File: config.mk
export PLATFORM = sky130hd
export DESIGN_NAME = usr_seq_shifter
export DESIGN_NICKNAME = d
export VERILOG_FILES = /design/src/rtl/usr_pkg.sv /design/src/rtl/usr_step.sv /design/src/rtl/usr_seq_shifter.sv
export SDC_FILE = /design/constraint.sdc
export NUM_CORES = 1
export LEC_CHECK = 0
export ABC_AREA = 1
export ABC_CLOCK_PERIOD_IN_PS = 2000
export BUFFER_PORTS_ARGS = -buffer_cell sky130_fd_sc_hd__clkbuf_2
export CAP_MARGIN = 5
export CORE_MARGIN = 8
export CORE_UTILIZATION = 25
export DETAILED_ROUTE_END_ITERATION = 12
export PLACE_DENSITY = 0.43
export SLEW_MARGIN = 10
export SYNTH_ARGS = -nofsm -noshare
export SYNTH_HDL_FRONTEND = slang
export SYNTH_SLANG_ARGS = --single-unit
File: constraint.sdc
create_clock -name clk -period 2 [get_ports clk]
set_clock_uncertainty 0.15 [all_clocks]
set_input_delay 0 -clock clk [delete_from_list [all_inputs] [get_ports clk]]
set_output_delay 0 -clock clk [all_outputs]
set_load 0.03 [all_outputs]
File: src/rtl/usr_pkg.sv
// Shared definitions for the universal sequential shifter.
// Contents: op-code localparams, FSM state encoding and a helper that
// classifies an op as a one-position shift/rotate step.
package usr_pkg;

  localparam int unsigned OP_W = 3;

  localparam logic [OP_W-1:0] OP_HOLD = 3'd0;
  localparam logic [OP_W-1:0] OP_LOAD = 3'd1;
  localparam logic [OP_W-1:0] OP_SHL  = 3'd2;
  localparam logic [OP_W-1:0] OP_SHR  = 3'd3;
  localparam logic [OP_W-1:0] OP_ASR  = 3'd4;
  localparam logic [OP_W-1:0] OP_ROL  = 3'd5;
  localparam logic [OP_W-1:0] OP_ROR  = 3'd6;

  typedef enum logic {
    ST_IDLE = 1'b0,
    ST_RUN  = 1'b1
  } state_t;

  // True for ops that move bits one position per RUN edge.
  function automatic logic is_shift(input logic [OP_W-1:0] op);
    return (op >= OP_SHL) && (op <= OP_ROR);
  endfunction

endpackage

File: src/rtl/usr_step.sv
// One-position shift/rotate step (combinational).
// Ports:
//   q      in  N  current register contents
//   op     in  3  operation code
//   si     in  1  serial input for SHL/SHR
//   q_nxt  out N  contents after one step (q for non-shift ops)
//   so_nxt out 1  bit leaving the register (0 for non-shift ops)
module usr_step
  import usr_pkg::*;
#(
  parameter int unsigned N = 8
) (
  input  logic [N-1:0]    q,
  input  logic [OP_W-1:0] op,
  input  logic            si,
  output logic [N-1:0]    q_nxt,
  output logic            so_nxt
);

  always_comb begin
    q_nxt  = q;
    so_nxt = 1'b0;
    case (op)
      OP_SHL: begin q_nxt = {q[N-2:0], si};       so_nxt = q[N-1]; end
      OP_SHR: begin q_nxt = {si, q[N-1:1]};       so_nxt = q[0];   end
      OP_ASR: begin q_nxt = {q[N-1], q[N-1:1]};   so_nxt = q[0];   end
      OP_ROL: begin q_nxt = {q[N-2:0], q[N-1]};   so_nxt = q[N-1]; end
      OP_ROR: begin q_nxt = {q[0], q[N-1:1]};     so_nxt = q[0];   end
      default: begin q_nxt = q;                   so_nxt = 1'b0;   end
    endcase
  end

endmodule

File: src/rtl/usr_seq_shifter.sv
// Command-driven universal shift register: multi-position shifts/rotates
// executed one position per clock behind a valid/ready handshake.
// Ports:
//   clk, rst         clock, synchronous active-high reset
//   cmd_valid/ready  command handshake (ready only in IDLE)
//   cmd_op, cmd_amt  operation and position count, captured on accept
//   d                parallel load data, captured on accept
//   si               serial input, sampled on every shift edge
//   q, so            register contents, last bit shifted out
//   busy, done       command executing, one-cycle completion pulse
module usr_seq_shifter
  import usr_pkg::*;
#(
  parameter int unsigned N  = 8,
  parameter int unsigned AW = $clog2(N)
) (
  input  logic            clk,
  input  logic            rst,
  input  logic            cmd_valid,
  output logic            cmd_ready,
  input  logic [OP_W-1:0] cmd_op,
  input  logic [AW-1:0]   cmd_amt,
  input  logic [N-1:0]    d,
  input  logic            si,
  output logic [N-1:0]    q,
  output logic            so,
  output logic            busy,
  output logic            done
);

  state_t          state, state_nxt;
  logic [AW-1:0]   cnt, cnt_nxt;
  logic [OP_W-1:0] op_r, op_nxt;
  logic [N-1:0]    d_r, d_nxt;
  logic [N-1:0]    q_nxt;
  logic            so_nxt;
  logic            done_nxt;
  logic [N-1:0]    step_q;
  logic            step_so;

  usr_step #(.N(N)) u_step (
    .q      (q),
    .op     (op_r),
    .si     (si),
    .q_nxt  (step_q),
    .so_nxt (step_so)
  );

  // State, command capture and datapath registers.
  always_ff @(posedge clk) begin
    if (rst) begin
      state     <= ST_IDLE;
      cnt       <= '0;
      op_r      <= OP_HOLD;
      d_r       <= '0;
      q         <= '0;
      so        <= 1'b0;
      done      <= 1'b0;
      cmd_ready <= 1'b1;
      busy      <= 1'b0;
    end else begin
      state     <= state_nxt;
      cnt       <= cnt_nxt;
      op_r      <= op_nxt;
      d_r       <= d_nxt;
      q         <= q_nxt;
      so        <= so_nxt;
      done      <= done_nxt;
      cmd_ready <= (state_nxt == ST_IDLE);
      busy      <= (state_nxt == ST_RUN);
    end
  end

  // Next-state and datapath update.
  always_comb begin
    state_nxt = state;
    cnt_nxt   = cnt;
    op_nxt    = op_r;
    d_nxt     = d_r;
    q_nxt     = q;
    so_nxt    = so;
    done_nxt  = 1'b0;
    case (state)
      ST_IDLE: begin
        // The accept edge only captures the command; q is untouched.
        if (cmd_valid) begin
          state_nxt = ST_RUN;
          cnt_nxt   = cmd_amt;
          op_nxt    = cmd_op;
          if (cmd_op == OP_LOAD) d_nxt = d;
        end
      end
      ST_RUN: begin
        if (is_shift(op_r) && (cnt != '0)) begin
          q_nxt  = step_q;
          so_nxt = step_so;
        end
        if (op_r == OP_LOAD) q_nxt = d_r;
        // Non-shift ops and amt<=1 finish on their first RUN edge.
        if (is_shift(op_r) && (cnt > AW'(1))) begin
          cnt_nxt = cnt - AW'(1);
        end else begin
          cnt_nxt   = '0;
          done_nxt  = 1'b1;
          state_nxt = ST_IDLE;
        end
      end
      default: state_nxt = ST_IDLE;
    endcase
  end

endmodule

## Yosys cells after proc, flatten, opt, wreduce, memory -nomap -nowiden

Index checks and enable logic that the tools add are counted.

| storage, ports and cells | value |
|---|---|
| latch bits | 0 |
| memories kept | 0 |
| register bits after elaboration | 26 |
| ROM bits | 0 |
| bits in writable memories | 0 |

| operators by class | value |
|---|---|
| add/subtract/negate cells | 1 |
| magnitude comparators | 3 |
| bitwise operators | 2 |
| reduce and logical (&&, ||, !) cells | 15 |
| $mul | 0 |
| equal/unequal tests | 9 |
| divide/modulo/power cells | 0 |
| muxes and demuxes | 11 |
| shift-type cells | 0 |

Operators with widths:

| operator | number |
|---|---|
| $pmux W8 S5 | 1 |
| $mux W8 | 2 |
| $eq A3 B3 Y1 const B | 3 |
| $eq A3 B1 Y1 const B | 2 |
| $eq A3 B2 Y1 const B | 2 |
| $mux W3 | 2 |
| $pmux W3 S2 | 1 |
| $reduce_and A3 Y1 | 2 |
| $reduce_bool A6 Y1 | 1 |
| $reduce_bool A5 Y1 | 1 |
| $ne A2 B2 Y1 const B | 2 |
| $pmux W1 S2 | 2 |
| $reduce_and A2 Y1 | 2 |
| $reduce_and A4 Y1 | 1 |
| $reduce_or A2 Y1 | 2 |
| $ge A3 B2 Y1 const B | 1 |
| $gt A3 B1 Y1 const B | 1 |
| $le A3 B3 Y1 const B | 1 |
| $logic_and A1 B1 Y1 | 3 |
| $mux W1 | 3 |
| $reduce_bool A3 Y1 | 1 |
| $reduce_or A3 Y1 | 1 |
| $sub A3 B1 Y3 const B | 1 |
| $not A1 Y1 | 2 |
| $reduce_bool A2 Y1 | 1 |

## Logic depth before layout (Yosys ltp)

| logic depth | value |
|---|---|
| depth after elaboration | 6 |
| gate-level depth with buffers | 10 |

## Hierarchy

From an unflattened synthesis, not the netlist that was laid out.

| unflattened totals | value |
|---|---|
| cell total of the unflattened synthesis | 219 |
| area, all modules | 1440.1 um^2 |

By module, submodules not included:

| module | area an instance (um^2) | times used | seq. area each (um^2) | cells an instance |
|---|---|---|---|---|
| usr_seq_shifter | 1206.2 | 1 | 520.5 | 168 |
| usr_step | 234.0 | 1 | 0.0 | 51 |

## Worst setup path before layout

Ideal clock, no wire load.

| path | value |
|---|---|
| path kind | flip-flop to flip-flop |
| from | register state |
| to | register q[1] |
| setup slack | 0.534 ns |
| period minus slack after synthesis | 1.466 ns |
| arrival | 1.246 ns |
| path buffers | 1 |
| cell stages (with the launch flop) | 8 |
| cells stage by stage | dfxtp_1 -> inv_2 -> a21oi_2 -> nand2_4 -> nand2_4 -> buf_8 -> o21ai_1 -> a21oi_1 |

| between the ends | value |
|---|---|
| longest elaborated chain between the ends | 1 |

RTL lines:

| what | line | text |
|---|---|---|
| start, declared | usr_seq_shifter.sv:31 | `state_t state, state_nxt;` |
| start signal, assigned | usr_seq_shifter.sv:62 | `state <= state_nxt;` |
| $reduce_and A3 Y1 (no line) | n/a |  |
| end signal, assigned | usr_seq_shifter.sv:66 | `q <= q_nxt;` |
| end, declared | usr_seq_shifter.sv:25 | `output logic [N-1:0] q,` |

No other way between the ends.
A chain may end at the register's enable or synchronous reset.

## Worst setup path in the final report

| path | value |
|---|---|
| from | register state |
| to | register op_r[1] |

| between the ends | value |
|---|---|
| longest elaborated chain between the ends | 2 |

RTL lines:

| what | line | text |
|---|---|---|
| $not A1 Y1 (no line) | n/a |  |
| $reduce_and A2 Y1 (no line) | n/a |  |
| end signal, assigned | usr_seq_shifter.sv:64 | `op_r <= op_nxt;` |
| end, declared | usr_seq_shifter.sv:33 | `logic [OP_W-1:0] op_r, op_nxt;` |

No other way between the ends.

==> metrics.md <==
| Metric | Value |
|---|---|
| Critical path class | `reg -> reg` |
| Root Buffer | `clkbuf_8` |
| FMAX | `581.0 MHz` |
| Die X | `89.32 µm` |
| GR Overflow Total | `0` |
| Netlist Area Pre-Place | `1344 µm²` |
| First-pass GRT wire length | `6.003 mm` |
| Yosys top cell area share | `0.3873` |
| Port Buffers | `29` |
| Adder-cell share of the synthesized area | `0.02793` |
| Cts bufs inserted | `3` |
| Mux share of post-synthesis cell area | `0` |
| Synth top area cells | `dfxtp_1 (39%), o21ai_0 (10%), nand2_1 (7.8%)` |
| CP endpoint kind | `flop` |
| Max_slew headroom | `0.5407` |
| Main combinational cell family by area after synthesis | `simple AND/OR/NAND/NOR gates` |
| Largest fanout on the critical path | `7` |
| Initial core utilization | `0.2614` |
| Area growth syn-to-layout | `33.43%` |
| Worst Path Arrival | `1.79 ns` |
| Io pins | `30` |
| Min Tclk post-route | `1.721 ns` |
| Worst Setup Start Kind | `flop` |
| Via/cell ratio | `4.292` |
| Final hold viol count | `0` |
| CTS resizes | `0` |
| CTS Sinks | `26` |
| Via Count | `1309` |
| YS warnings | `0` |
| Worst slew pin tran | `0.6882 ns` |
| Area of the die | `7977 µm²` |
| Fillers | `602` |
| Avg Inst Size Synth | `7.148 µm²` |
| Post-route DRC | `0` |
| ANT nets after route | `0` |
| Hpwl dp | `2.607 mm` |
| Number of distinct library cells after synthesis | `23` |
| Most common cell in the netlist | `nand2_1` |
| Setup_tns | `0 ns` |
| Top FF cell, synth | `dfxtp_1` |
| Core region area | `5140 µm²` |
| Bufs on Longest Clock Path | `2` |
| Final Net Count | `257` |
| Initial DRC Count | `82` |
| Seq cells post-synth | `26` |
| Total of max-cap violations | `0` |
| Post-synth EDFFs | `0` |
| Max Slew Vio Count | `0` |
| WP data required | `2.07 ns` |
| Post-Synthesis Net Count | `209` |
| Asr flop ratio synth | `0` |
| PwrDens | `715.6 nW/µm²` |
| Share of cells above drive strength 1 | `0.2255` |
| RSZ-0062 raised after global routing | `false` |
| Post-synthesis compound-gate area fraction | `0.2030` |
| LEAKAGE | `0.7953 nW` |
| Antenna fix cells | `0` |
| Sequential area share after synthesis | `0.3873` |
| XOR/XNOR Fraction of Synth Area | `0.006518` |
| Clock slew seen by the registers of the worst setup and hold paths | `0.09 ns` |
| First-pass detailed-route iteration total | `4` |
| Largest vdd supply drop | `0.2804 mV` |
| Gr usage total | `0.09610` |
| Final wirelength | `3.554 mm` |
| Top post-synthesis cells by count | `nand2_1 (28), o21ai_0 (27), dfxtp_1 (26)` |
| Part of the cycle the worst path needs | `0.8606` |
| Wire per inst | `11.65 µm` |
| Cell taking the most area after synthesis | `dfxtp_1` |
| Clock Latency Late Sink | `0.27 ns` |
| Worst hold path type | `in -> reg` |
| Pwr Total | `0.001283 W` |
| CTS tree | `yes` |
| Mapped Cells | `188` |
| Post-synthesis simple-gate area fraction | `0.2877` |
| Die H | `89.32 µm` |
| Vias in the first global route | `1261` |
| Pin count of the biggest net entering global routing | `24` |
| Outcome | `complete, no violations` |
| CTS H-tree lvls | `1` |
| Initial antenna violation count | `0` |
| FP Rows | `26` |
| Setup violators final | `0` |
| RD Place Congestion | `0.7730` |
[routing by layer]
metal	GRT usage	up-vias	wire, µm
li1	-	712	-
met2	0.1529	22	1599
met4	0.03625	0	40
met5	0	-	0
met3	0.01930	2	146
met1	0.1242	573	1767
[per-stage QoR]
stage	utilization	instances	hold slack, ns	setup WS [ns]	cell area (µm²)
after global routing	0.3488	305	0.3305	0.1657	1793
after global placement	0.2980	282	0.05049	0.4304	1531
after floorplan	-	188	-0.07835	0.5343	1344
after CTS	0.3488	305	0.2928	0.2842	1793
final	0.3488	305	0.2969	0.2788	1793
after detailed placement	0.2980	282	0.05166	0.4104	1531
[timing repair]
item | in CTS | in global routing
hold buffers | 19 | 0
hold endpoints to repair | 16 | 0
buffers inserted | 0 | 0
[placed cells by master (no fill, tap or decap), types with 3 or more instances in the layout]
cell type	n
clkbuf_2	29
nand2_1	28
o21ai_0	27
dfxtp_1	26
nor2_1	24
dlygate4sd3_1	19
nand3_1	18
a21oi_1	16
inv_1	15
nand2_2	7
inv_2	3
nand2_4	3
o21ai_1	3
ha_1	3
clkbuf_8	3
[logic make-up (layout without fill, tap and decap cells)]
| group | count (synthesis) | count (layout) |
|---|---|---|
| buffers and inverters | 24 | 71 |
| flip-flops | 26 | 26 |
| XOR/XNOR | 1 | 1 |
| adder cells (fa/ha/maj) | 3 | 3 |
| AO/OA/AOI/OAI | 51 | 51 |
| AND/OR/NAND/NOR | 83 | 83 |
[area by class of cell]
| type | count | area, µm² | area share |
|---|---|---|---|
| clock buffer | 3 | 41.29 | 0.02303 |
| tap | 70 | 87.58 | 0.04885 |
| timing repair buffer | 48 | 335.3 | 0.1870 |
| multi-input combinational | 138 | 705.7 | 0.3936 |
| clock inverter | 1 | 30.03 | 0.01675 |
| inverter | 19 | 72.57 | 0.04047 |
| sequential | 26 | 520.5 | 0.2903 |
[final timing paths]
path / from / endpoint / slack, ns / depth (start not counted)
worst max-delay path: state / op_r[1] / 0.28 / 5
worst min-delay path: rst / done / 0.30 / 3
worst max register to register: state / op_r[1] / 0.28 / 5
worst min register to register: d_r[0] / d_r[0] / 0.32 / 2
[critical path, stage by stage (launching register included)]
cell,delay (ns)
dfxtp_1,0.43
inv_2,0.10
nand2_1,0.16
nor2_1,0.09
a211oi_1,0.16
dlygate4sd3_1,0.57
[sequential cells by signal, indices dropped and copies added, names as in the netlist]
name and count:
cmd_ready 1, op_r 3, cnt 3, d_r 8, state 1, done 1
q 8, so 1
[power breakdown]
part	internal, W	switching (W)	leakage, nW
registers	0.000548	0.0000323	0.213
logic	0.000103	0.000153	0.547
clock network	0.000268	0.000179	0.0357
total	0.000918	0.000365	0.795
(Power assumes the default switching activity.)
